## config.mk

```make
export PLATFORM = sky130hd
export DESIGN_NAME = alu_txn_sequencer
export DESIGN_NICKNAME = d
export VERILOG_FILES = /design/src/rtl/alu_txn_sequencer.sv
export SDC_FILE = /design/constraint.sdc
export NUM_CORES = 1
export LEC_CHECK = 0
export ABC_CLOCK_PERIOD_IN_PS = 2100
export CAP_MARGIN = 20
export CORE_MARGIN = 3
export CORE_UTILIZATION = 48
export CTS_BUF_LIST = sky130_fd_sc_hd__clkbuf_4 sky130_fd_sc_hd__clkbuf_8 sky130_fd_sc_hd__clkbuf_16
export DETAILED_ROUTE_END_ITERATION = 10
export HOLD_SLACK_MARGIN = 0.15
export PLACE_DENSITY = 0.8
export SYNTH_ARGS = -nofsm -noshare
export SYNTH_HDL_FRONTEND = slang
export SYNTH_SLANG_ARGS = --single-unit
```

## constraint.sdc

```tcl
create_clock -name CLK -period 2.1 [get_ports CLK]
set_input_delay 0.63 -clock CLK [delete_from_list [all_inputs] [get_ports CLK]]
set_output_delay 0.63 -clock CLK [all_outputs]
set_load 0.03 [all_outputs]
```

## src/rtl/alu_txn_sequencer.sv

```systemverilog
// Issues one packed request on the ALU operand interface and returns the captured result/flags.
// Optional `ALU_SEQ_SPLIT_GAP_EN adds REQ_GAP idle-issue cycles between the halves of a split request.
module alu_txn_sequencer #(
    parameter int OP_WIDTH = 8,
    parameter int RES_LAT  = 2,
    parameter int MUL_LAT  = 3
) (
    input  logic                  CLK,
    input  logic                  RST_N,
    input  logic                  REQ_VALID,
    output logic                  REQ_READY,
    input  logic                  REQ_MODE,
    input  logic [3:0]            REQ_CMD,
    input  logic [OP_WIDTH-1:0]   REQ_OPA,
    input  logic [OP_WIDTH-1:0]   REQ_OPB,
    input  logic                  REQ_CIN,
    input  logic                  REQ_SPLIT,
`ifdef ALU_SEQ_SPLIT_GAP_EN
    input  logic [3:0]            REQ_GAP,
`endif
    output logic                  CE,
    output logic                  MODE,
    output logic                  CIN,
    output logic [3:0]            CMD,
    output logic [OP_WIDTH-1:0]   OPA,
    output logic [OP_WIDTH-1:0]   OPB,
    output logic [1:0]            INP_VALID,
    input  logic [2*OP_WIDTH-1:0] RES,
    input  logic                  COUT,
    input  logic                  OFLOW,
    input  logic                  G,
    input  logic                  E,
    input  logic                  L,
    input  logic                  ERR,
    output logic                  RSP_VALID,
    input  logic                  RSP_READY,
    output logic [2*OP_WIDTH-1:0] RSP_RES,
    output logic [5:0]            RSP_FLAGS,
    output logic                  RSP_ILLEGAL
);

    localparam int LAT_MAX = (MUL_LAT > RES_LAT) ? MUL_LAT : RES_LAT;
    localparam int CW      = $clog2(LAT_MAX + 1);

    typedef enum logic [2:0] {S_IDLE, S_ISSUE_A, S_GAP, S_ISSUE, S_WAIT, S_RESP} state_t;

    state_t state, state_nxt;

    logic                dec_a_only, dec_b_only, dec_illegal, dec_mul, dec_split;
    logic [OP_WIDTH-1:0] dec_opa, dec_opb;
    logic [1:0]          dec_iv;

    logic                mode_q, cin_q, ill_q;
    logic [3:0]          cmd_q;
    logic [OP_WIDTH-1:0] opa_q, opb_q;
    logic [1:0]          iv_q;
    logic [CW-1:0]       lat_q, cnt;
`ifdef ALU_SEQ_SPLIT_GAP_EN
    logic [3:0]          gap_q;
`endif

    logic                src_mode, src_cin;
    logic [3:0]          src_cmd;
    logic [OP_WIDTH-1:0] src_opa, src_opb;
    logic [1:0]          src_iv;

    logic                ce_nxt, mode_nxt, cin_nxt;
    logic [3:0]          cmd_nxt;
    logic [OP_WIDTH-1:0] opa_nxt, opb_nxt;
    logic [1:0]          iv_nxt;

    always_comb begin
        dec_a_only  = REQ_MODE ? (REQ_CMD == 4'd4 || REQ_CMD == 4'd5)
                               : (REQ_CMD == 4'd6 || REQ_CMD == 4'd8 || REQ_CMD == 4'd9);
        dec_b_only  = REQ_MODE ? (REQ_CMD == 4'd6 || REQ_CMD == 4'd7)
                               : (REQ_CMD == 4'd7 || REQ_CMD == 4'd10 || REQ_CMD == 4'd11);
        dec_illegal = REQ_MODE ? (REQ_CMD >= 4'd13) : (REQ_CMD >= 4'd14);
        dec_mul     = REQ_MODE && (REQ_CMD == 4'd9 || REQ_CMD == 4'd10);
        dec_split   = REQ_SPLIT && !dec_a_only && !dec_b_only && !dec_illegal;
        dec_opa     = dec_b_only ? '0 : REQ_OPA;
        dec_opb     = dec_a_only ? '0 : REQ_OPB;
        dec_iv      = dec_a_only ? 2'b01 : (dec_b_only ? 2'b10 : 2'b11);
    end

    // Drive registers are loaded from the next state, so on the accept edge the fields come straight from REQ_*.
    always_comb begin
        if (state == S_IDLE) begin
            src_mode = REQ_MODE;
            src_cin  = REQ_CIN;
            src_cmd  = REQ_CMD;
            src_opa  = dec_opa;
            src_opb  = dec_opb;
            src_iv   = dec_iv;
        end else begin
            src_mode = mode_q;
            src_cin  = cin_q;
            src_cmd  = cmd_q;
            src_opa  = opa_q;
            src_opb  = opb_q;
            src_iv   = iv_q;
        end
    end

    always_comb begin
        state_nxt = state;
        ce_nxt    = 1'b0;
        mode_nxt  = 1'b0;
        cin_nxt   = 1'b0;
        cmd_nxt   = '0;
        opa_nxt   = '0;
        opb_nxt   = '0;
        iv_nxt    = 2'b00;

        case (state)
            S_IDLE:    if (REQ_VALID) state_nxt = dec_split ? S_ISSUE_A : S_ISSUE;
`ifdef ALU_SEQ_SPLIT_GAP_EN
            S_ISSUE_A: state_nxt = (gap_q != 4'd0) ? S_GAP : S_ISSUE;
            S_GAP:     if (gap_q == 4'd1) state_nxt = S_ISSUE;
`else
            S_ISSUE_A: state_nxt = S_ISSUE;
`endif
            S_ISSUE:   state_nxt = S_WAIT;
            S_WAIT:    if (cnt == '0) state_nxt = S_RESP;
            S_RESP:    if (RSP_READY) state_nxt = S_IDLE;
            default:   state_nxt = S_IDLE;
        endcase

        case (state_nxt)
            S_ISSUE_A, S_GAP, S_ISSUE: begin
                ce_nxt   = 1'b1;
                mode_nxt = src_mode;
                cin_nxt  = src_cin;
                cmd_nxt  = src_cmd;
                opa_nxt  = src_opa;
                if (state_nxt == S_ISSUE_A) iv_nxt = 2'b01;
                if (state_nxt == S_ISSUE) begin
                    opb_nxt = src_opb;
                    iv_nxt  = src_iv;
                end
            end
            default: ;
        endcase
    end

    always_comb begin
        REQ_READY = (state == S_IDLE);
    end

    always_ff @(posedge CLK or negedge RST_N) begin
        if (!RST_N) state <= S_IDLE;
        else        state <= state_nxt;
    end

    always_ff @(posedge CLK or negedge RST_N) begin
        if (!RST_N) begin
            CE          <= 1'b0;
            MODE        <= 1'b0;
            CIN         <= 1'b0;
            CMD         <= '0;
            OPA         <= '0;
            OPB         <= '0;
            INP_VALID   <= 2'b00;
            mode_q      <= 1'b0;
            cin_q       <= 1'b0;
            ill_q       <= 1'b0;
            cmd_q       <= '0;
            opa_q       <= '0;
            opb_q       <= '0;
            iv_q        <= 2'b00;
            lat_q       <= '0;
            cnt         <= '0;
`ifdef ALU_SEQ_SPLIT_GAP_EN
            gap_q       <= '0;
`endif
            RSP_VALID   <= 1'b0;
            RSP_RES     <= '0;
            RSP_FLAGS   <= '0;
            RSP_ILLEGAL <= 1'b0;
        end else begin
            CE        <= ce_nxt;
            MODE      <= mode_nxt;
            CIN       <= cin_nxt;
            CMD       <= cmd_nxt;
            OPA       <= opa_nxt;
            OPB       <= opb_nxt;
            INP_VALID <= iv_nxt;

            if (state == S_IDLE && REQ_VALID) begin
                mode_q <= REQ_MODE;
                cin_q  <= REQ_CIN;
                cmd_q  <= REQ_CMD;
                opa_q  <= dec_opa;
                opb_q  <= dec_opb;
                iv_q   <= dec_iv;
                ill_q  <= dec_illegal;
                lat_q  <= dec_mul ? CW'(MUL_LAT) : CW'(RES_LAT);
`ifdef ALU_SEQ_SPLIT_GAP_EN
                gap_q  <= dec_split ? REQ_GAP : 4'd0;
`endif
            end

`ifdef ALU_SEQ_SPLIT_GAP_EN
            if (state == S_GAP) gap_q <= gap_q - 4'd1;
`endif

            // Loading LAT (not LAT-1) at e0 makes the count-zero capture land on e0+LAT+1, one edge after the ALU update.
            if (state == S_ISSUE)                  cnt <= lat_q;
            else if (state == S_WAIT && cnt != '0) cnt <= cnt - CW'(1);

            if (state == S_WAIT && cnt == '0) begin
                RSP_VALID   <= 1'b1;
                RSP_RES     <= RES;
                RSP_FLAGS   <= {ERR, OFLOW, COUT, G, E, L};
                RSP_ILLEGAL <= ill_q;
            end else if (state == S_RESP && RSP_READY) begin
                RSP_VALID   <= 1'b0;
            end
        end
    end

endmodule

```

Word-level counts from Yosys, hierarchy flattened:

Index checks and enable logic that the tools add are counted.

* bits in registers: 81
* output and inout port bits: 50

* add/subtract/negate cells: 1
* order comparisons: 2
* eq/ne operators: 15
* multiplexer cells: 33
* reductions and logical operators: 24

Operator list (number)
* 8-bit 2-to-1 mux: 7
* 4-bit by 3-bit equality test with 1-bit output, second input constant: 4
* 4-bit equality test, second input constant: 4
* 3-bit one-hot mux with 5 select lines: 1
* 2-bit 2-to-1 mux: 7
* 1-bit 2-to-1 mux: 13
* 3-bit by 2-bit equality test with 1-bit output, second input constant: 3
* 3-bit 2-to-1 mux: 3
* 4-bit greater-or-equal comparator, second input constant: 2
* 1-bit logical AND: 8
* 4-bit 2-to-1 mux: 2
* 1-bit logical OR: 7
* 3-bit by 1-bit equality test with 1-bit output, second input constant: 2
* 3-bit equality test, second input constant: 2
* 2-bit nonzero test: 3
* 1-bit logical NOT: 3
* 3-bit logical NOT: 1
* 3-bit OR reduction: 1
* 2-bit logical NOT: 1
* 2-bit by 1-bit subtractor with 2-bit output, second input constant: 1

Longest topological paths before layout:

* word-level depth: 15
* depth in mapped cells: 8

Worst setup path after synthesis:

Ideal clock, no wire load.

* kind: flip-flop to output port
* from: register state[1]
* to: output port REQ_READY
* data arrival time: 1.226 ns
* slack: 0.244 ns
* stages on the path, launching flop included: 5
* buffers on the path: 2
* cells stage by stage: dfrtp_1 or3_1 buf_2 inv_4 buf_2

* longest elaborated chain between the ends: 1

RTL lines
* start, declared: line 47 `state_t state, state_nxt;`
* start signal, assigned: line 151 `else state <= state_nxt;`
* 3-bit logical NOT: line 146 `REQ_READY = (state == S_IDLE);`
* end, declared: line 11 `output logic REQ_READY,`

Every way passes these cells.

Worst setup path after layout:

Ends and elaborated chain as after synthesis.

==> impl_metrics.yaml <==
status:
  status: "finished, final reports clean"
floorplan:
  die_x_um: 92.4
  rows: 30
  die_height_um: 92.4
  coreArea_um2: 7020
  io_pins: 99
  dieArea_um2: 8540
  start_util: 0.510
synthesis:
  synth_seq_cells: 81
  ys.warnings.count: 0
  synth_area_per_cell_um2: 11.2
  synth_edf_count: 0
  synth_area_um2: 3580
  synth_ff_type: "dfrtp_1"
  syn_nets: 371
  seq_area_frac_synth: 0.566
  async_flop_share: 1.00
  ys_types: 44
  syn-instance-count: 321
timing:
  fin_crit_ns: 2.04
  finalHoldViolCount: 0
  relSlewSlack: 0.699
  setup_viol: 0
  clock.fmax_mhz: 490
  tightest_slew_ns: 0.451
  slew_viol_final: 0
  rsz0062_at_grt: "false"
  timing.final.crit_share: 0.972
  fin_setup_tns_ns: 0
  fin_worst_skew_ns: 0.00917
global_routing:
  grt_pass1_vias: 2908
  gr-total-overflow: 0
  grt_pass1_wl_um: 14300
  antenna_found_initial: 0
  grt_use_total: 0.210
  grt_max_degree: 36
pwr:
  leakage_nw: 2.16
  power_density_nw_per_um2: 1500
  p_int_mw: 4.53
  p_seq_frac: 0.338
  finalPower_mw: 7.56
  switching_share: 0.400
  pwr-share-clk: 0.164
  peakVddDrop_mv: 0.678
  switchingPower_mw: 3.03
  comb_power_share: 0.498
clock_tree:
  root_buffer: "clkbuf_8"
  clk_path_buf_depth: 2
  cts_hold_buf: 0
  cts_buffers: 9
  cts_tree: "yes"
  cts.sinks: 81
  clk_pin_slew_worst_paths_ns: 0.08
  h-tree-depth: 3
  clk_latency_ns: 0.35
routing:
  remaining_drc_errors: 0
  wl_um: 8670
  ant_nets: 0
  wl_per_cell_um: 16.3
  viasPerCell: 5.45
  drt_iter0_markers: 154
  vias: 2904
  drtPass1Iterations: 4
cells_and_area:
  layout_common_cells: "96 x clkdlybuf4s50_1, 81 x dfrtp_1, 58 x nand2_1, 24 x buf_4, 21 x mux2_2"
  syn_to_final_growth_pct: 40.8
  finalNetCount: 483
  layout_commonest_cell: "clkdlybuf4s50_1"
  final.fill_count: 485
  n_antenna_cell: 0
  fin_util: 0.718
  drive_gt1_frac: 0.206
setup_path:
  crit_type: "register to output port"
  cp.required_ns: 1.47
  crit_path_end_kind: "output port"
  r2r_start: "state[1]"
  crit_path_max_fanout: 2
  cp-start-kind: "register"
  critical_path_arrival_ns: 1.41
  crit_start: "state[1]"
place:
  numPortBuffers: 98
  hpwl_um: 5950
  gp_congestion: 0.808
hold_path:
  min_path_type: "input port to asynchronous set/reset pin"
flow_run:
  maxCapViolCount: 0
[final timing paths]
check	endpoint	slack (ns)	cells after the start
max	REQ_READY	0.06	3
min	RSP_RES[10]	0.21	1
max reg2reg	OPB[4]	0.25	6
min reg2reg	lat_q[1]	0.49	1
max in group asynchronous	RSP_RES[2]	1.27	2
min in group CLK	lat_q[1]	0.49	1
[cell usage after synthesis, types with 4 or more instances]
cell      number  area [um2]
dfrtp_1       81        2030
nand3_1        9        45.0
mux2_2        21         236
a21oi_1       18        90.1
nand4_1        8        50.1
mux2_4         5        75.1
o21ai_0       15        75.1
nor2_1         7        26.3
a221oi_2       9         135
clkbuf_1       8        30.0
buf_2         13        65.1
inv_1          5        18.8
o21ai_1       19        95.1
buf_6          4        45.0
nand2_1       58         218
nand2b_1       4        25.0
o211ai_1       8        60.1
[metal layers]
layer,routed length [um],vias to the layer above,global-route usage
met5,0,-,0
met4,168,0,0.0718
met3,549,21,0.0374
met2,4130,129,0.350
met1,3820,1399,0.276
li1,-,1355,-
[metrics by stage]
stage	cell area (um2)	hold slack, ns	setup WS [ns]	cells
detailed placement	4820	0.462	-0.229	517
CTS	5040	0.237	0.0492	533
global placement	4820	0.455	-0.136	517
global route	5040	0.243	0.0236	533
finish	5040	0.213	0.0588	533
floorplan	3580	0.334	0.244	321
[cell type report]
class                           instances  area, um2  share of cell area
Inverter                                7       28.8             0.00571
Clock inverter                          5       81.3              0.0161
Clock buffer                           10        131              0.0261
Sequential cell                        81       2030               0.402
Tap cell                               96        120              0.0238
Timing Repair Buffer                  126       1260               0.250
Multi-Input combinational cell        208       1390               0.276
[cells by family (layout without fill, tap and decap cells)]
group	after synthesis	count (layout)	synth area share
multiplexers	28	28	0.0933
flip-flops	81	81	0.566
AO/OA/AOI/OAI	80	80	0.161
buffers and inverters	32	148	0.0472
AND/OR/NAND/NOR	98	98	0.127
XOR/XNOR	1	1	0.00245
adder cells (fa/ha/maj)	1	1	0.00349
[worst max-delay path, cell delays in order, from the launching register on]
cell     delay (ns)
dfrtp_1        0.38
or3_1          0.43
inv_4          0.10
buf_4          0.16
[power by group through the flow]
| stage | combinational [mW] | sequential [mW] | clock, mW |
|---|---|---|---|
| final | 3.77 | 2.56 | 1.24 |
| after global routing | 4.02 | 2.64 | 1.31 |
| after CTS | 3.78 | 2.56 | 1.25 |
| after detailed placement | 3.74 | 2.59 | 0 |
| after global placement | 3.66 | 2.55 | 0 |
| after floorplan | 1.42 | 3.39 | 0 |
[flip-flops by register name (all words and copies together) (netlist names), 4 cells and up]
signal	flops
RSP_FLAGS	6
opa_q	8
opb_q	8
CMD	4
RSP_RES	16
OPB	8
cmd_q	4
OPA	8
[what timing repair did]
action | CTS | global route
buffers inserted | 1 | 0
setup endpoints to repair | 1 | 0
endpoints found under the hold margin | 0 | 0
gates resized for setup | 0 | 0
No activity file was read; power rests on OpenSTA's default activity.
